<file path="src/rtl/alu_operand_stage.sv">
// ALU operand A/B resolution with register-file bypass, registered into a single ID/EX slot.
// Define ALU_OPERAND_FWD_STATS_EN to add the fwd_hits forwarded-instruction counter output.
module alu_operand_stage #(
    parameter int XLEN    = 32,
    parameter int NUM_FWD = 2,
    parameter int REG_AW  = 5
) (
    input  logic                      clk,
    input  logic                      rst_n,
    input  logic                      in_valid,
    output logic                      in_ready,
    input  logic                      alu_src_a,
    input  logic                      alu_src_b,
    input  logic [REG_AW-1:0]         rs1_addr,
    input  logic [REG_AW-1:0]         rs2_addr,
    input  logic [XLEN-1:0]           rs1_data,
    input  logic [XLEN-1:0]           rs2_data,
    input  logic [XLEN-1:0]           pc,
    input  logic [XLEN-1:0]           imm,
    input  logic [NUM_FWD-1:0]        fwd_valid,
    input  logic [NUM_FWD*REG_AW-1:0] fwd_rd,
    input  logic [NUM_FWD*XLEN-1:0]   fwd_data,
    input  logic                      flush,
    output logic                      out_valid,
    input  logic                      out_ready,
    output logic [XLEN-1:0]           op_a,
    output logic [XLEN-1:0]           op_b,
`ifdef ALU_OPERAND_FWD_STATS_EN
    output logic [31:0]               fwd_hits,
`endif
    output logic [XLEN-1:0]           store_data
);

    // Walk from oldest to youngest so the lowest matching index wins; x0 always reads zero.
    function automatic logic [XLEN-1:0] resolve(
        input logic [REG_AW-1:0]         addr,
        input logic [XLEN-1:0]           rf_data,
        input logic [NUM_FWD-1:0]        f_valid,
        input logic [NUM_FWD*REG_AW-1:0] f_rd,
        input logic [NUM_FWD*XLEN-1:0]   f_data
    );
        logic [XLEN-1:0] r;
        r = rf_data;
        for (int i = NUM_FWD - 1; i >= 0; i--) begin
            if (f_valid[i] && (f_rd[i*REG_AW +: REG_AW] == addr))
                r = f_data[i*XLEN +: XLEN];
        end
        if (addr == '0)
            r = '0;
        return r;
    endfunction

`ifdef ALU_OPERAND_FWD_STATS_EN
    function automatic logic fwd_hit(
        input logic [REG_AW-1:0]         addr,
        input logic [NUM_FWD-1:0]        f_valid,
        input logic [NUM_FWD*REG_AW-1:0] f_rd
    );
        logic h;
        h = 1'b0;
        for (int i = 0; i < NUM_FWD; i++) begin
            if (f_valid[i] && (f_rd[i*REG_AW +: REG_AW] == addr))
                h = 1'b1;
        end
        return h && (addr != '0);
    endfunction
`endif

    logic            accept;
    logic [XLEN-1:0] res_rs1;
    logic [XLEN-1:0] res_rs2;
    logic            vld_p0;
    logic [XLEN-1:0] op_a_p0;
    logic [XLEN-1:0] op_b_p0;
    logic [XLEN-1:0] store_p0;

    assign res_rs1  = resolve(rs1_addr, rs1_data, fwd_valid, fwd_rd, fwd_data);
    assign res_rs2  = resolve(rs2_addr, rs2_data, fwd_valid, fwd_rd, fwd_data);
    assign in_ready = !flush && (!vld_p0 || out_ready);
    assign accept   = in_valid && in_ready;

    // ---- ID/EX register (p0) ----
    always_ff @(posedge clk or negedge rst_n) begin
        if (!rst_n) begin
            vld_p0   <= 1'b0;
            op_a_p0  <= '0;
            op_b_p0  <= '0;
            store_p0 <= '0;
        end else if (flush) begin
            vld_p0 <= 1'b0;
        end else if (accept) begin
            vld_p0   <= 1'b1;
            op_a_p0  <= alu_src_a ? pc  : res_rs1;
            op_b_p0  <= alu_src_b ? imm : res_rs2;
            store_p0 <= res_rs2;
        end else if (out_ready) begin
            vld_p0 <= 1'b0;
        end
    end

    assign out_valid  = vld_p0;
    assign op_a       = op_a_p0;
    assign op_b       = op_b_p0;
    assign store_data = store_p0;

`ifdef ALU_OPERAND_FWD_STATS_EN
    logic        hit_any;
    logic [31:0] hits_p0;

    assign hit_any = (!alu_src_a && fwd_hit(rs1_addr, fwd_valid, fwd_rd)) ||
                     (!alu_src_b && fwd_hit(rs2_addr, fwd_valid, fwd_rd));

    // accept is already false while flushing, so flushed cycles never count.
    always_ff @(posedge clk or negedge rst_n) begin
        if (!rst_n)
            hits_p0 <= '0;
        else if (accept && hit_any)
            hits_p0 <= hits_p0 + 32'd1;
    end

    assign fwd_hits = hits_p0;
`endif

endmodule

</file>
<file path="config.mk">
export PLATFORM = sky130hd
export DESIGN_NAME = alu_operand_stage
export DESIGN_NICKNAME = d
export VERILOG_FILES = /design/src/rtl/alu_operand_stage.sv
export SDC_FILE = /design/constraint.sdc
export NUM_CORES = 1
export LEC_CHECK = 0
export CAP_MARGIN = 10
export CORE_MARGIN = 3
export CORE_UTILIZATION = 24
export CTS_BUF_LIST = sky130_fd_sc_hd__clkbuf_16
export DETAILED_ROUTE_END_ITERATION = 16
export GPL_TIMING_DRIVEN = 1
export HOLD_SLACK_MARGIN = 0.02
export PLACE_DENSITY = 0.51
export SLEW_MARGIN = 25
export SYNTH_ARGS = -nofsm -noshare
export SYNTH_HDL_FRONTEND = slang
export SYNTH_SLANG_ARGS = --single-unit
</file>
<file path="constraint.sdc">
create_clock -name clk -period 2.55 [get_ports clk]
set_clock_uncertainty 0.2 [all_clocks]
set_input_delay 0.51 -clock clk [delete_from_list [all_inputs] [get_ports clk]]
set_output_delay 0.51 -clock clk [all_outputs]
set_load 0.1 [all_outputs]
</file>
**After elaboration in Yosys (flattened, before gate mapping)**

Cells that the tools add are included.
Widths: inputs -> output; s select.

- Flip-flop bits (word level): 97
- Logic and storage cells: 33
- Input port bits: 221
- Output and inout port bits: 98

- Bitwise operators: 1
- Muxes and demuxes: 11
- Reductions and logical operators: 13
- Equality and inequality tests: 4

Operators with widths:

| cell | number |
|---|---|
| $mux 32 | 8 |
| $eq 5x5->1 | 4 |
| $logic_not 5->1 | 2 |
| $logic_and 1x1->1 | 6 |
| $mux 1 | 3 |
| $reduce_bool 3->1 | 1 |
| $logic_not 1->1 | 2 |
| $reduce_and 2->1 | 1 |
| $logic_or 1x1->1 | 1 |
| $not 1->1 | 1 |

**Longest topological paths before layout**

- Depth after elaboration: 6
- Gate-level depth with buffers: 7
- Depth with buffers taken out: 5

**Worst setup path after synthesis**

OpenSTA, ideal clock, no wires.

- Path kind: register to output
- From: reg vld_p0, in the netlist out_valid
- To: out in_ready
- Path slack: -439 ps
- Arrival time: 2279 ps
- Stages on the path, launching flop included: 3
- Cells stage by stage: dfrtp_1 nor2b_1 nor2_1

- Longest elaborated chain between the ends: 3

Ends and longest elaborated chain:

| element | line | source |
|---|---|---|
| start, declared | 72 | `logic vld_p0;` |
| start signal, assigned | 85 | `vld_p0 <= 1'b0;` |
| start signal, assigned | 90 | `vld_p0 <= 1'b0;` |
| start signal, assigned | 92 | `vld_p0 <= 1'b1;` |
| $logic_not 1->1 | 79 | `assign in_ready = !flush && (!vld_p0 \|\| out_ready);` |
| $logic_or 1x1->1 | 79 |  |
| $logic_and 1x1->1 | 79 |  |
| end, declared | 11 | `output logic in_ready,` |

Every way passes these cells.

**Worst setup path after layout**

- From: in fwd_rd[5]
- To: reg store_p0[31], in the netlist store_data[31]

- Longest elaborated chain between the ends: 5

Ends and longest elaborated chain:

| element | line | source |
|---|---|---|
| start, declared | 21 | `input logic [NUM_FWD*REG_AW-1:0] fwd_rd,` |
| $eq 5x5->1 | 45 | `if (f_valid[i] && (f_rd[i*REG_AW +: REG_AW] == addr))` |
| $logic_and 1x1->1 | 45 |  |
| $mux 32 (2 in series) | 45 |  |
| $mux 32 | 48 | `if (addr == '0)` |
| end signal, assigned | 95 | `store_p0 <= res_rs2;` |
| end, declared | 75 | `logic [XLEN-1:0] store_p0;` |

Every way passes these cells.
A chain may end at the register's enable or synchronous reset.

==> summary.txt <==
Placement
  • PortBufs: about 320
  • GPL Wtd Cong: between 0.7 and 0.8
  • Placed Cells: roughly 1300
  • HPWL after DPL: between 20 and 25 mm

Worst setup path
  • Reg2reg start: out_valid
  • Critical Path RT: around 2.6 ns
  • Worst r2r path cells: 6
  • CP endpoint: store_data[31]
  • CP max FO: 32
  • FF-to-FF End: op_b[13]
  • Critical path class: input port to register
  • Flop2flop setup slack: ~0.64 ns
  • Crit path launch: fwd_rd[5]
  • CP endpoint kind: register
  • Critical path arrival: roughly 2.5 ns
  • Crit path launch type: input port

Yosys
  • Distinct cells, synth: 32
  • Mapped cell area: roughly 0.0058 mm^2
  • Mapped Cells: about 630
  • Seq/Total Area, Yosys: 41.51%
  • Syn Area/Cell: ~9.3 um^2
  • Synth warnings: 0
  • #FFs+latches synth: 97
  • Syn_nets: ~850

Finish
  • Final net count: approximately 1200
  • Most common cell after layout, fill and taps aside: clkdlybuf4s50_1
  • Fillers: around 2400
  • Multi-input gate area: ~0.0032 mm^2
  • Final cell count without fillers: approximately 1300
  • Register area: 0.002427 mm^2
  • P&R area growth vs syn: 72.53%
  • Layout cells sized above 1: 24.92%
  • Most frequent cells in the layout: clkdlybuf4s50_1 (209), buf_4 (140), dfrtp_1 (97)

Pwr
  • P_sw: 3465 uW
  • Switching Fraction: 49.39%
  • Maximum VDD drop: ~270 uV
  • Int Power: 3551 uW
  • PwrDens: around 700 mW/mm^2
  • Leak Pwr: 0.004230 uW
  • Comb pwr share: 51.1%
  • Reg power frac: between 20 and 30%
  • Clock power frac: between 20% and 30%

Detailed routing
  • Via count: around 6600
  • Starting DRT DRC Count: 378
  • Via/cell ratio: roughly 5.1
  • Routed wire per std cell: 23.03 um
  • DRC: 0
  • WL final: between 20 and 30 mm
  • Final ANT Viol Nets: 0
  • Drt first pass iters: 4

Floorplanning
  • Chip width: between 150 and 200 um
  • Std-Cell Rows: 56
  • Die ar.: 0.02628 mm^2
  • Die height: approximately 160 um
  • Top-level port count: 319
  • Core Area: 0.02368 mm^2
  • Starting density of the core: between 20 and 25%

STA
  • Relative slew slack: 66.97%
  • F_max: approximately 400 MHz
  • Final Max Tran Viols: 0
  • Final min period: 2.496 ns
  • Worst slew pin tran: 0.4954 ns
  • Final setup fails: 0
  • Final hold vios: 0
  • Min Hold Slack: roughly 0.28 ns
  • RSZ-0062 raised after global routing: yes
  • Period utilization: a little under 100%

Clock tree
  • Num CTS Buffers: 9
  • Worst-path clk slew: around 0.080 ns
  • Clock tree sinks: between 90 and 100
  • CTS tree: built
  • H-tree levels: 3
  • Clock Path Buffers: 2
  • Latest clock arrival within the worst-skew pair: roughly 0.35 ns
  • CTS root buf: clkbuf_16

Global route
  • Largest net degree at the start of global routing: 51
  • Grt ovf: 0
  • Antenna violations before repair: 2
  • Vias in the first global route: roughly 7000
  • All-layer global routing usage: 21.43%
  • First-pass GRT wire length: roughly 43 mm

Worst hold path
  • Hold crit path type: register to register

Outcome
  • Outcome: complete, no violations

Run
  • Max-cap violations: 0
-- what timing repair did --
action                                 in CTS  in global routing
endpoints found under the hold margin      31                  0
hold buffers                                1                  0
setup endpoints to repair                   0                 40
gates resized for setup                     0                 13
setup buffers                               0                  4
-- sequential cells by signal, indices dropped and copies added, names as in the netlist --
register and cells:
op_a 32, op_b 32, store_data 32, out_valid 1
-- power by group through the flow --
stage / clock network (uW) / registers [uW] / logic, uW
after CTS: 1510 / 1950 / 3590
after global placement: 0 / 1980 / 3580
after global routing: 1570 / 1980 / 3710
after detailed placement: 0 / 1980 / 3590
after floorplan: 0 / 3850 / 534
final: 1480 / 1950 / 3590
-- synth_stat cells --
| library cell | instances | area share (%) |
|---|---|---|
| a21oi_1 | 64 | 5.5 |
| a221oi_1 | 22 | 3.3 |
| a221oi_2 | 42 | 11 |
| and2_1 | 32 | 3.4 |
| and3_1 | 34 | 3.6 |
| buf_12 | 3 | 1.0 |
| buf_2 | 14 | 1.2 |
| buf_4 | 1 | 0.13 |
| buf_6 | 2 | 0.39 |
| clkbuf_1 | 42 | 2.7 |
| clkbuf_8 | 2 | 0.47 |
| dfrtp_1 | 97 | 42 |
| inv_1 | 2 | 0.13 |
| nand2_1 | 34 | 2.2 |
| nand2b_1 | 1 | 0.11 |
| nand3_1 | 4 | 0.34 |
| nand4_1 | 1 | 0.11 |
| nor2_1 | 70 | 4.5 |
| nor2b_1 | 1 | 0.11 |
| nor3_1 | 2 | 0.17 |
| nor4_1 | 1 | 0.11 |
| o21ai_0 | 32 | 2.7 |
| o21ai_1 | 1 | 0.085 |
| o22ai_1 | 32 | 3.4 |
| o31ai_1 | 64 | 8.2 |
| or2_1 | 1 | 0.11 |
| or2_2 | 1 | 0.11 |
| or3_1 | 1 | 0.11 |
| or4_1 | 2 | 0.26 |
| or4_4 | 1 | 0.19 |
| xnor2_1 | 14 | 2.1 |
| xor2_1 | 6 | 0.90 |
-- worst min path at each step --
stage | start | endpoint | depth (start not counted)
after floorplan | rst_n | op_a[0] | 0
after global placement | store_data[8] | store_data[8] | 2
after detailed placement | store_data[25] | store_data[25] | 2
after CTS | store_data[8] | store_data[8] | 2
after global routing | store_data[14] | store_data[14] | 2
final | store_data[8] | store_data[8] | 2
-- per-layer routing --
metal	vias to the layer above	part of all wire, %	track usage, %
li1	3057	-	-
met1	3209	43	27.87
met2	277	48	35.61
met3	33	7.0	5.254
met4	2	1.9	5.855
met5	-	0.044	0
-- cell type report --
| type | count | area share, % |
|---|---|---|
| clock inverters | 7 | 0.8060 |
| inverters | 2 | 0.07440 |
| flip-flops and latches | 97 | 24.06 |
| well taps | 319 | 3.956 |
| diodes | 1 | 0.02480 |
| clock buffers | 9 | 2.232 |
| repair buffers | 385 | 37.57 |
| multi-input cells | 463 | 31.27 |
-- logic make-up (layout without fill, tap and decap cells) --
group	Yosys count	in the layout	share of synthesized area, %
other	0	1	0
buffers and inverters	66	403	6.034
and+or+nand+nor	186	186	15.45
DFF	97	97	41.51
AOI/OAI and AO/OA	257	257	34.02
xor gates and xnor gates	20	20	2.995
-- worst max-delay path, stage by stage --
cell	delay, ns
clkdlybuf4s50_1	0.50
xnor2_1	0.13
nand3_1	0.11
or3_2	0.50
buf_12	0.21
a221oi_1	0.32
buf_4	0.17
o31ai_1	0.07
-- through the flow --
step / power (uW) / TNS [ns] / utilization [%] / setup WS, ns / area [um^2]
3_5_place_dp: 5564 / -25.56 / 40.50 / -0.3721 / 9590
2_1_floorplan: 4379 / 0 / - / 0.02137 / 5851
3_3_place_gp: 5560 / -24.12 / 40.50 / -0.3416 / 9590
6_report: 7016 / 0 / 42.60 / 0.05445 / 10090
4_1_cts: 7052 / 0 / 41.83 / 0.02845 / 9907
5_1_grt: 7267 / -0.1382 / 42.60 / -0.03487 / 10090
No activity file was read; power rests on OpenSTA's default activity.
